## src/rtl/bp_pkg.sv

```systemverilog
// bp_pkg: shared definitions for the branch predictor.
//   bp_state_e     - 2-bit saturating predictor state encoding
//   BP_RESET_STATE - state every table entry takes on reset (WEAK_NT)
//   bp_step()      - one saturating step of a predictor state
package bp_pkg;

    typedef enum logic [1:0] {
        STRONG_NT = 2'b00,
        WEAK_NT   = 2'b01,
        WEAK_T    = 2'b10,
        STRONG_T  = 2'b11
    } bp_state_e;

    localparam bp_state_e BP_RESET_STATE = WEAK_NT;

    // Taken moves toward STRONG_T, not-taken toward STRONG_NT; both ends saturate.
    function automatic bp_state_e bp_step(input bp_state_e s, input logic taken);
        bp_state_e r;
        r = s;
        case (s)
            STRONG_NT: r = taken ? WEAK_NT  : STRONG_NT;
            WEAK_NT:   r = taken ? WEAK_T   : STRONG_NT;
            WEAK_T:    r = taken ? STRONG_T : WEAK_NT;
            STRONG_T:  r = taken ? STRONG_T : WEAK_T;
            default:   r = BP_RESET_STATE;
        endcase
        return r;
    endfunction

endpackage

```

## src/rtl/bp_counter2.sv

```systemverilog
// bp_counter2: one 2-bit saturating branch predictor state machine.
// Ports:
//   clk       - rising-edge clock
//   reset     - asynchronous active-low reset, forces BP_RESET_STATE
//   upd_en    - step the state on this edge
//   upd_taken - direction of the step (1 = taken)
//   state     - current registered state
module bp_counter2
    import bp_pkg::*;
(
    input  logic      clk,
    input  logic      reset,
    input  logic      upd_en,
    input  logic      upd_taken,
    output bp_state_e state
);

    bp_state_e state_q;
    bp_state_e state_d;

    always_comb begin
        state_d = state_q;
        if (upd_en) begin
            state_d = bp_step(state_q, upd_taken);
        end
    end

    always_ff @(posedge clk or negedge reset) begin
        if (!reset) begin
            state_q <= BP_RESET_STATE;
        end else begin
            state_q <= state_d;
        end
    end

    assign state = state_q;

endmodule

```

## src/rtl/branch_predictor.sv

```systemverilog
// branch_predictor: fetch-side 2-bit branch predictor and EX-stage resolution.
// A direct-mapped, untagged table of 2**IDX_WIDTH saturating counters is
// indexed by pc[IDX_WIDTH+1:2].
// Ports:
//   clk, reset (async, active-low)
//   fetch_pc / fetch_is_branch / fetch_target  - IF lookup inputs
//   pred_taken / next_pc / save_pc             - prediction for IF/ID
//   res_valid / res_pc / res_taken / res_prediction / res_save_pc - EX resolution
//   flush / redirect_valid / redirect_pc       - mispredict recovery
// Optional macro BP_STATS_EN adds 32-bit saturating outputs stat_branches and
// stat_mispredicts (cleared by reset).
module branch_predictor
    import bp_pkg::*;
#(
    parameter int PC_WIDTH  = 32,
    parameter int IDX_WIDTH = 4
) (
    input  logic                clk,
    input  logic                reset,
    input  logic [PC_WIDTH-1:0] fetch_pc,
    input  logic                fetch_is_branch,
    input  logic [PC_WIDTH-1:0] fetch_target,
    output logic                pred_taken,
    output logic [PC_WIDTH-1:0] next_pc,
    output logic [PC_WIDTH-1:0] save_pc,
    input  logic                res_valid,
    input  logic [PC_WIDTH-1:0] res_pc,
    input  logic                res_taken,
    input  logic                res_prediction,
    input  logic [PC_WIDTH-1:0] res_save_pc,
    output logic                flush,
    output logic                redirect_valid,
    output logic [PC_WIDTH-1:0] redirect_pc
`ifdef BP_STATS_EN
    ,
    output logic [31:0]         stat_branches,
    output logic [31:0]         stat_mispredicts
`endif
);

    localparam int NUM_ENTRIES = 2 ** IDX_WIDTH;

    logic [IDX_WIDTH-1:0] fetch_idx;
    logic [IDX_WIDTH-1:0] res_idx;
    bp_state_e            entry_state [NUM_ENTRIES];
    bp_state_e            fetch_state;
    logic [PC_WIDTH-1:0]  pc_plus4;
    logic                 mispredict;
    logic                 res_pc_unused;

    assign fetch_idx = fetch_pc[IDX_WIDTH+1:2];
    assign res_idx   = res_pc[IDX_WIDTH+1:2];

    // Only the index bits of the resolving PC matter: the table has no tags.
    assign res_pc_unused = ^{res_pc[PC_WIDTH-1:IDX_WIDTH+2], res_pc[1:0]};

    generate
        for (genvar i = 0; i < NUM_ENTRIES; i++) begin : g_entry
            logic upd_en;
            assign upd_en = res_valid && (res_idx == IDX_WIDTH'(i));
            bp_counter2 u_ctr (
                .clk       (clk),
                .reset     (reset),
                .upd_en    (upd_en),
                .upd_taken (res_taken),
                .state     (entry_state[i])
            );
        end
    endgenerate

    // Lookup reads the registered table only, so a same-cycle update to the
    // same entry is not seen until the following cycle.
    assign fetch_state = entry_state[fetch_idx];
    assign pc_plus4    = fetch_pc + PC_WIDTH'(4);

    always_comb begin
        pred_taken = 1'b0;
        next_pc    = pc_plus4;
        save_pc    = pc_plus4;
        if (fetch_is_branch) begin
            pred_taken = fetch_state[1];
            if (fetch_state[1]) begin
                next_pc = fetch_target;
                save_pc = pc_plus4;
            end else begin
                next_pc = pc_plus4;
                save_pc = fetch_target;
            end
        end
    end

    always_comb begin
        mispredict     = res_valid && (res_taken != res_prediction);
        flush          = mispredict;
        redirect_valid = mispredict;
        redirect_pc    = '0;
        if (mispredict) begin
            redirect_pc = res_save_pc;
        end
    end

`ifdef BP_STATS_EN
    logic [31:0] stat_branches_q;
    logic [31:0] stat_branches_d;
    logic [31:0] stat_mispredicts_q;
    logic [31:0] stat_mispredicts_d;

    always_comb begin
        stat_branches_d    = stat_branches_q;
        stat_mispredicts_d = stat_mispredicts_q;
        if (res_valid && (stat_branches_q != '1)) begin
            stat_branches_d = stat_branches_q + 32'd1;
        end
        if (mispredict && (stat_mispredicts_q != '1)) begin
            stat_mispredicts_d = stat_mispredicts_q + 32'd1;
        end
    end

    always_ff @(posedge clk or negedge reset) begin
        if (!reset) begin
            stat_branches_q    <= '0;
            stat_mispredicts_q <= '0;
        end else begin
            stat_branches_q    <= stat_branches_d;
            stat_mispredicts_q <= stat_mispredicts_d;
        end
    end

    assign stat_branches    = stat_branches_q;
    assign stat_mispredicts = stat_mispredicts_q;
`endif

endmodule

```

## config.mk

```make
export PLATFORM = sky130hd
export DESIGN_NAME = branch_predictor
export DESIGN_NICKNAME = d
export VERILOG_FILES = /design/src/rtl/bp_pkg.sv /design/src/rtl/bp_counter2.sv /design/src/rtl/branch_predictor.sv
export SDC_FILE = /design/constraint.sdc
export NUM_CORES = 1
export LEC_CHECK = 0
export BUFFER_PORTS_ARGS = -buffer_cell sky130_fd_sc_hd__buf_2
export CORE_AREA = 5 5 81 120
export DETAILED_ROUTE_END_ITERATION = 10
export DIE_AREA = 0 0 86 125
export PLACE_DENSITY_LB_ADDON = 0.1
export RECOVER_POWER = 100
export SLEW_MARGIN = 30
export SYNTH_ARGS = -nofsm -noshare
export SYNTH_HDL_FRONTEND = slang
export SYNTH_SLANG_ARGS = --single-unit
```

## constraint.sdc

```tcl
create_clock -name clk -period 6.71 [get_ports clk]
set_input_delay 1.342 -clock clk [delete_from_list [all_inputs] [get_ports clk]]
set_output_delay 1.342 -clock clk [all_outputs]
set_load 0.02 [all_outputs]
```

==> results.rst, run 1 <==
.. list-table::
   :header-rows: 1

   * - Metric
     - Value
   * - Buffers inserted by post-CTS timing repair
     - 0
   * - Routability congestion estimate
     - 0.8030
   * - Instance area after placement
     - 0.004359 mm^2
   * - Setup TNS
     - 0 ns
   * - Number of enable flip-flop cells after synthesis
     - 0
   * - TritonCTS buffer count
     - 5
   * - Initial antenna violation count
     - 0
   * - Reg-to-reg setup timing slack
     - ~5.6 ns
   * - Leak Pwr
     - 1.870 nW
   * - Area added between synthesis and finish
     - 31.75%
   * - Top FF cell, synth
     - sky130_fd_sc_hd__dfstp_2
   * - Min-Delay Startpoint
     - g_entry[14].u_ctr.state[0]
   * - Post-Route Hold Slack
     - 0.5271 ns
   * - Startpoint Class
     - input pin
   * - Number of standard-cell rows in the floorplan
     - 42
   * - Maximum number of pins on one net before global-route repair
     - 38
   * - Final Max Slew Viols
     - 33
   * - R2R depth
     - 3
   * - Post-layout min period
     - about 5.6 ns
   * - Largest fanout of any net on the critical path
     - 37
   * - Worst skew pair latency
     - between 0.2 and 0.3 ns
   * - CP endpoint kind
     - primary output
   * - Wire length of the first global-routing pass
     - ~18 mm
   * - Final Instance Area
     - 0.004398 mm^2
   * - Vias
     - 4114
   * - WP data required
     - between 5 and 6 ns
   * - Number of nets with antenna violations after routing
     - 0
   * - Reg-to-reg critical path endpoint
     - g_entry[12].u_ctr.state[0]
   * - Ant diodes
     - 0
   * - Initial Utilization
     - 0.3850
   * - Average wire length per cell after detail routing
     - 14.72 um
   * - Synth top area share
     - 0.1259
   * - Max Buffers Root-to-Sink
     - 2
   * - Vias in the first global route
     - 3849
   * - Net count reported at finish
     - 784
   * - Clock slew at the register clock pins of the worst setup and hold paths
     - roughly 0.050 ns
   * - Die height
     - 125 um
   * - Violation count after the first detailed-route iteration
     - 127
   * - Clk_skew
     - 0.007634 ns
   * - YS warnings
     - 0
   * - Outcome
     - complete, but fails checks
   * - Share of synthesized area occupied by flip-flops and latches
     - 0.2459
   * - Worst-case hold path end point
     - g_entry[14].u_ctr.state[0]
   * - Critical path class
     - in2out
   * - Number of cells upsized or downsized after cts
     - 0
   * - Final routed wirelength across all metal layers
     - 11.19 mm
   * - Max FFs per register
     - 32
   * - Total die area
     - 0.01075 mm^2
   * - Half-perimeter wire length after placement
     - about 8.9 mm
   * - Violated checks
     - capacitance limit, slew limit
   * - Overall routing resource usage
     - 0.1953
   * - Gr ovfl total
     - 0
   * - Netlist cell types
     - 46
   * - IR Drop Worst-Case VDD
     - approximately 0.00014 V
   * - Cell chosen for the clock root
     - sky130_fd_sc_hd__clkbuf_16
   * - Die Wd
     - 86 um
   * - Number of setup violations in the final report
     - 0
   * - TritonCTS sink count
     - 32
   * - Port Buffers
     - between 200 and 250
   * - Clock H-tree levels
     - 2
   * - Share of the cycle needed by the critical path after routing
     - 0.8397
   * - Largest area contributor in the netlist
     - sky130_fd_sc_hd__dfstp_2
   * - Number of violations of the max-capacitance limit
     - 1
   * - CTS tree
     - built
   * - Power density cells
     - 171.1 mW/mm^2
   * - Worst hold-check path type
     - reg2reg
   * - Worst slew margin
     - -0.1932
   * - Launch instance of the worst register-to-register path
     - g_entry[12].u_ctr.state[0]
   * - DRC viols
     - 0
   * - Arrival time of data at the critical path endpoint
     - roughly 4.3 ns
   * - Top Ports
     - 233
   * - Synthesized area
     - 0.003338 mm^2
   * - Net Count, Synth
     - between 600 and 700
   * - Count of TritonRoute iterations in the first routing pass
     - 4
   * - Syn avg cell area
     - ~7 um^2
   * - Placeable core region
     - between 0.008 and 0.009 mm^2
   * - Count of final hold-check violations
     - 0
   * - Measured slew at the worst slew-check pin
     - 1.790 ns
   * - Async set or reset register ratio after synthesis
     - 1.000
   * - Fillcell total
     - ~940
   * - Max Fclk
     - 177.5 MHz
   * - Count of mapped cells out of synthesis
     - 466
   * - Hold buffers post-CTS
     - 0
   * - Cells taking the most area after synthesis
     - sky130_fd_sc_hd__dfstp_2 (13%), sky130_fd_sc_hd__dfrtp_1 (12%), sky130_fd_sc_hd__o21ai_0 (9.0%)
   * - Post-DR vias/cell
     - 5.413
   * - Fraction of final layout cells with drive strength greater than 1
     - 0.2231
   * - Setup repair after global routing missed its margin
     - false
   * - Yosys reg bits
     - 32
   * - Worst Hold Path Cells
     - 2
## worst max path at each step
stage | depth (start not counted) | slack (ns) | to | start
after floorplan | 7 | 2.25 | save_pc[2] | fetch_pc[2]
final | 8 | 1.08 | next_pc[8] | fetch_pc[2]
after global routing | 8 | 0.83 | next_pc[13] | fetch_pc[2]
after detailed placement | 8 | 1.52 | next_pc[15] | fetch_pc[2]
after global placement | 8 | 1.63 | next_pc[6] | fetch_pc[2]
after CTS | 8 | 1.53 | next_pc[15] | fetch_pc[2]
## cells in the final DEF (no fill, tap or decap), types with 6 or more instances in the layout
cell type / n
sky130_fd_sc_hd__buf_2: 108
sky130_fd_sc_hd__clkbuf_1: 97
sky130_fd_sc_hd__nand2_1: 60
sky130_fd_sc_hd__o21ai_0: 60
sky130_fd_sc_hd__nor2_1: 55
sky130_fd_sc_hd__a21oi_1: 43
sky130_fd_sc_hd__and3_1: 35
sky130_fd_sc_hd__xor2_1: 23
sky130_fd_sc_hd__nand3_1: 19
sky130_fd_sc_hd__dfstp_2: 16
sky130_fd_sc_hd__dfrtp_1: 16
sky130_fd_sc_hd__nand4_1: 11
sky130_fd_sc_hd__mux2i_1: 9
sky130_fd_sc_hd__a31oi_1: 8
sky130_fd_sc_hd__nand2b_1: 6
sky130_fd_sc_hd__xnor2_1: 6
## synthesized netlist by cell type (2+ instances only)
library cell / instances
sky130_fd_sc_hd__a211oi_1: 5
sky130_fd_sc_hd__nor4_1: 2
sky130_fd_sc_hd__xor2_1: 23
sky130_fd_sc_hd__mux2i_1: 9
sky130_fd_sc_hd__nand3_1: 19
sky130_fd_sc_hd__clkbuf_1: 14
sky130_fd_sc_hd__buf_1: 2
sky130_fd_sc_hd__nand4_1: 11
sky130_fd_sc_hd__o211ai_1: 4
sky130_fd_sc_hd__buf_4: 6
sky130_fd_sc_hd__and3_1: 35
sky130_fd_sc_hd__a21o_1: 4
sky130_fd_sc_hd__a41oi_1: 3
sky130_fd_sc_hd__and4_1: 2
sky130_fd_sc_hd__a21oi_1: 43
sky130_fd_sc_hd__inv_1: 5
sky130_fd_sc_hd__xnor2_1: 6
sky130_fd_sc_hd__a221o_1: 4
sky130_fd_sc_hd__mux2_1: 2
sky130_fd_sc_hd__o21ai_0: 60
sky130_fd_sc_hd__and2_1: 8
sky130_fd_sc_hd__dfstp_2: 16
sky130_fd_sc_hd__and3b_1: 2
sky130_fd_sc_hd__mux4_2: 2
sky130_fd_sc_hd__buf_6: 4
sky130_fd_sc_hd__nor3b_1: 4
sky130_fd_sc_hd__nor2_1: 55
sky130_fd_sc_hd__mux2_2: 4
sky130_fd_sc_hd__nand2b_1: 6
sky130_fd_sc_hd__buf_2: 5
sky130_fd_sc_hd__nor3_1: 3
sky130_fd_sc_hd__dfrtp_1: 16
sky130_fd_sc_hd__nor2b_1: 3
sky130_fd_sc_hd__a31oi_1: 8
sky130_fd_sc_hd__nand2_1: 60
## worst max-delay path: stages
cell	delay [ns]
sky130_fd_sc_hd__clkbuf_1	0.68
sky130_fd_sc_hd__mux2i_1	0.19
sky130_fd_sc_hd__mux4_2	0.59
sky130_fd_sc_hd__o22ai_4	0.67
sky130_fd_sc_hd__buf_4	0.38
sky130_fd_sc_hd__nand2_1	0.08
sky130_fd_sc_hd__o21ai_0	0.08
sky130_fd_sc_hd__clkbuf_1	0.27
## where the power goes
group,internal (W),switching (W),total (W)
clock network,0.000175,0.0000857,0.000260
registers,0.000212,0.00000926,0.000221
logic,0.0000893,0.000182,0.000271
total,0.000475,0.000277,0.000752
## stage by stage
| step | util | cells | power (W) | setup WS, ns |
|---|---|---|---|---|
| floorplan | - | 466 | 0.0003982 | 2.249 |
| CTS | 0.5216 | 760 | 0.0007695 | 1.527 |
| detailed placement | 0.5027 | 752 | 0.0005080 | 1.525 |
| global placement | 0.5027 | 752 | 0.0005014 | 1.626 |
| global route | 0.5072 | 760 | 0.0007942 | 0.8272 |
| finish | 0.5072 | 760 | 0.0007523 | 1.076 |
## per-layer routing
metal | vias to the layer above | routed length [um] | GRT usage
li1 | 2032 | - | -
met1 | 1906 | 4434 | 0.2252
met2 | 164 | 5661 | 0.3617
met3 | 12 | 939 | 0.03752
met4 | 0 | 155 | 0.04753
met5 | - | 0 | 0
## cells by family after synthesis
logic type / count (synthesis) / share of synthesized area
compound gates: 137 / 0.2399
mux: 17 / 0.06072
buf+inv: 37 / 0.05959
flops: 32 / 0.2459
simple gates: 213 / 0.3141
xor+xnor: 29 / 0.07609
fa+ha+maj: 1 / 0.003748
## area by class of cell
| class | instances | area, um^2 | share of cell area |
|---|---|---|---|
| inverters | 5 | 18.77 | 0.004267 |
| clock inverters | 2 | 35.03 | 0.007966 |
| clock buffers | 6 | 128.9 | 0.02930 |
| multi-input cells | 397 | 2313 | 0.5260 |
| repair buffers | 208 | 943.4 | 0.2145 |
| flip-flops and latches | 32 | 820.8 | 0.1866 |
| well taps | 110 | 137.6 | 0.03129 |
(Power assumes the default switching activity.)
==> run 2, diff against run 1 <==
==> constraint.sdc (replaced) <==
create_clock -name clk -period 5.76 [get_ports clk]
set_input_delay 1.152 -clock clk [delete_from_list [all_inputs] [get_ports clk]]
set_output_delay 1.152 -clock clk [all_outputs]
set_load 0.02 [all_outputs]
==> results.rst, run 2 (same netlist as run 1, synthesis figures left out) <==
.. list-table::
   :header-rows: 1

   * - Metric
     - Value
   * - Outcome
     - complete, but fails checks
   * - Violated checks
     - capacitance limit, slew limit
   * - Share of the cycle needed by the critical path after routing
     - 0.8881
   * - Clk_skew
     - 0.002452 ns (-0.005183 ns)
   * - Initial antenna violation count
     - 0 (unchanged)
   * - DRC viols
     - 0 (unchanged)
   * - Critical path class
     - in2out
   * - Worst slew margin
     - -0.1766 (+0.01656)
   * - Measured slew at the worst slew-check pin
     - 1.765 ns (-0.02483 ns)
   * - WP data required
     - 4.61 ns (-0.76 ns)
   * - Top Ports
     - 233 (unchanged)
   * - Max FFs per register
     - 32 (unchanged)
   * - Number of cells upsized or downsized after cts
     - 0 (unchanged)
   * - Reg-to-reg setup timing slack
     - 4.62 ns (-0.96 ns)
   * - Power density cells
     - 190.3 mW/mm^2 (+11%)
   * - Half-perimeter wire length after placement
     - 8.759 mm (-1.1%)
   * - Min-Delay Startpoint
     - g_entry[7].u_ctr.state[0]
   * - Number of setup violations in the final report
     - 0 (unchanged)
   * - Area added between synthesis and finish
     - 30.96%
   * - CTS tree
     - built
   * - Highest-count cells in the layout ignoring fill and taps
     - sky130_fd_sc_hd__buf_2 (114), sky130_fd_sc_hd__clkbuf_1 (93), sky130_fd_sc_hd__nand2_1 (60), sky130_fd_sc_hd__o21ai_0 (60), sky130_fd_sc_hd__nor2_1 (55)
   * - Fillcell total
     - 943 (+0.64%)
   * - TritonCTS sink count
     - 32 (unchanged)
   * - Final core utilization
     - 0.5042 (-0.003030)
   * - Count of final hold-check violations
     - 0 (unchanged)
   * - Placeable core region
     - 0.008671 mm^2 (unchanged)
   * - Launch instance of the worst register-to-register path
     - g_entry[13].u_ctr.state[0]
   * - Net count reported at finish
     - 785 (+0.13%)
   * - Clock slew at the register clock pins of the worst setup and hold paths
     - 0.05 ns (about the same)
   * - Gr ovfl total
     - 0 (unchanged)
   * - Buffers inserted by post-CTS timing repair
     - 0 (unchanged)
   * - Met1 Use GR
     - 0.2193 (-0.005901)
   * - Max Fclk
     - 195.5 MHz
   * - Instance area after placement
     - 0.004354 mm^2 (-0.11%)
   * - TritonCTS buffer count
     - 5 (unchanged)
   * - Average wire length per cell after detail routing
     - 14.39 um (-2.3%)
   * - Ant diodes
     - 0 (unchanged)
   * - Die Wd
     - 86 um (unchanged)
   * - Initial Utilization
     - 0.3850 (unchanged)
   * - Worst hold-check path type
     - reg2reg
   * - Vias in the first global route
     - 3839 (-0.26%)
   * - CP endpoint kind
     - primary output
   * - Count of TritonRoute iterations in the first routing pass
     - 4 (unchanged)
   * - Crit path from
     - fetch_pc[2]
   * - Max Buffers Root-to-Sink
     - 2 (unchanged)
   * - Worst Hold Path Cells
     - 2 (unchanged)
   * - IR Drop Worst-Case VDD
     - 0.0001233 V (-13%)
   * - Commonest non-fill, non-tap cell in the layout
     - sky130_fd_sc_hd__buf_2
   * - Setup TNS
     - 0 ns (unchanged)
   * - GRT met2 Usage
     - 0.3698 (+0.008178)
   * - Total die area
     - 0.01075 mm^2 (unchanged)
   * - Worst skew pair latency
     - 0.27 ns (about the same)
   * - Total area of multi-input combinational cells
     - 0.002306 mm^2 (-0.32%)
   * - Final Instance Area
     - 0.004372 mm^2 (-0.60%)
   * - Setup repair after global routing missed its margin
     - false
   * - Arrival time of data at the critical path endpoint
     - 3.96 ns (-0.33 ns)
   * - Number of nets with antenna violations after routing
     - 0 (unchanged)
   * - Largest fanout of any net on the critical path
     - 37 (unchanged)
   * - Worst-case setup slack after placement
     - 0.9632 ns (-0.5618 ns)
   * - Final Max Slew Viols
     - 33 (unchanged)
   * - Die height
     - 125 um (unchanged)
   * - Worst-case hold path end point
     - g_entry[7].u_ctr.state[0]
   * - Startpoint Class
     - input pin
   * - Port Buffers
     - 204 (unchanged)
   * - Final routed wirelength across all metal layers
     - 10.95 mm (-2.2%)
   * - Fraction of final layout cells with drive strength greater than 1
     - 0.2304 (+0.007338)
   * - Hold buffers post-CTS
     - 0 (unchanged)
   * - Routability congestion estimate
     - 0.7985 (-0.56%)
   * - Number of violations of the max-capacitance limit
     - 1 (unchanged)
   * - Clock H-tree levels
     - 2 (unchanged)
   * - R2R depth
     - 3 (unchanged)
   * - Overall routing resource usage
     - 0.1915 (-0.003810)
   * - Post-DR vias/cell
     - 5.319 (-1.7%)
   * - Cell chosen for the clock root
     - sky130_fd_sc_hd__clkbuf_16
   * - Worst setup slack after layout
     - 0.6444 ns (-0.4312 ns)
   * - Violation count after the first detailed-route iteration
     - 104 (-18%)
   * - Maximum number of pins on one net before global-route repair
     - 38 (unchanged)
   * - Number of standard-cell rows in the floorplan
     - 42 (unchanged)
   * - Wire length of the first global-routing pass
     - 17.58 mm (-0.78%)
   * - GRT busiest layer
     - met2
   * - Leak Pwr
     - 1.872 nW (+0.15%)
   * - Met3 usage
     - 0.03160 (-0.005925)
   * - Reg-to-reg critical path endpoint
     - g_entry[13].u_ctr.state[0]
   * - Sequential cell area
     - 820.8 um^2 (unchanged)
   * - Post-layout min period
     - 5.116 ns
   * - Vias
     - 4048 (-1.6%)
run 2: final cells by class:
type,instances,share of cell area
Tap cell,110,0.03148
Multi-Input combinational cell,397,0.5275
Sequential cell,32,0.1878
Inverter,5,0.004293
Clock buffer,8,0.03349
Timing Repair Buffer,209,0.2155
run 2: critical path, cell delays in order:
cell and delay [ns]:
sky130_fd_sc_hd__buf_2 0.33, sky130_fd_sc_hd__mux2i_1 0.14, sky130_fd_sc_hd__mux4_2 0.55, sky130_fd_sc_hd__o22ai_2 0.97
sky130_fd_sc_hd__buf_4 0.41, sky130_fd_sc_hd__nand2_1 0.07, sky130_fd_sc_hd__o21ai_0 0.07, sky130_fd_sc_hd__clkbuf_1 0.27
run 2: stage by stage:
| step | cells | power [W] | hold WS [ns] |
|---|---|---|---|
| floorplan | 466 | 0.0004638 | 0.4857 |
| global placement | 753 | 0.0005841 | 0.5064 |
| detailed placement | 753 | 0.0005901 | 0.5221 |
| CTS | 761 | 0.0008545 | 0.5280 |
| global route | 761 | 0.0008796 | 0.5429 |
| finish | 761 | 0.0008321 | 0.5234 |
run 2: worst max path at each step:
stage,endpoint,slack (ns)
final,next_pc[8],0.64
after global routing,next_pc[4],0.39
after CTS,save_pc[7],0.96
after detailed placement,save_pc[7],0.96
after global placement,save_pc[15],0.95
after floorplan,save_pc[2],1.68
run 2: where the power goes:
group	internal (W)	switching, W
combinational	0.000104	0.000209
sequential	0.000247	0.0000110
clock	0.000172	0.0000898
run 2: routing by layer:
metal | share of wire | up-vias
met4 | 0.0048 | 0
met1 | 0.38 | 1838
met3 | 0.084 | 5
met5 | 0 | -
met2 | 0.53 | 171
li1 | - | 2034
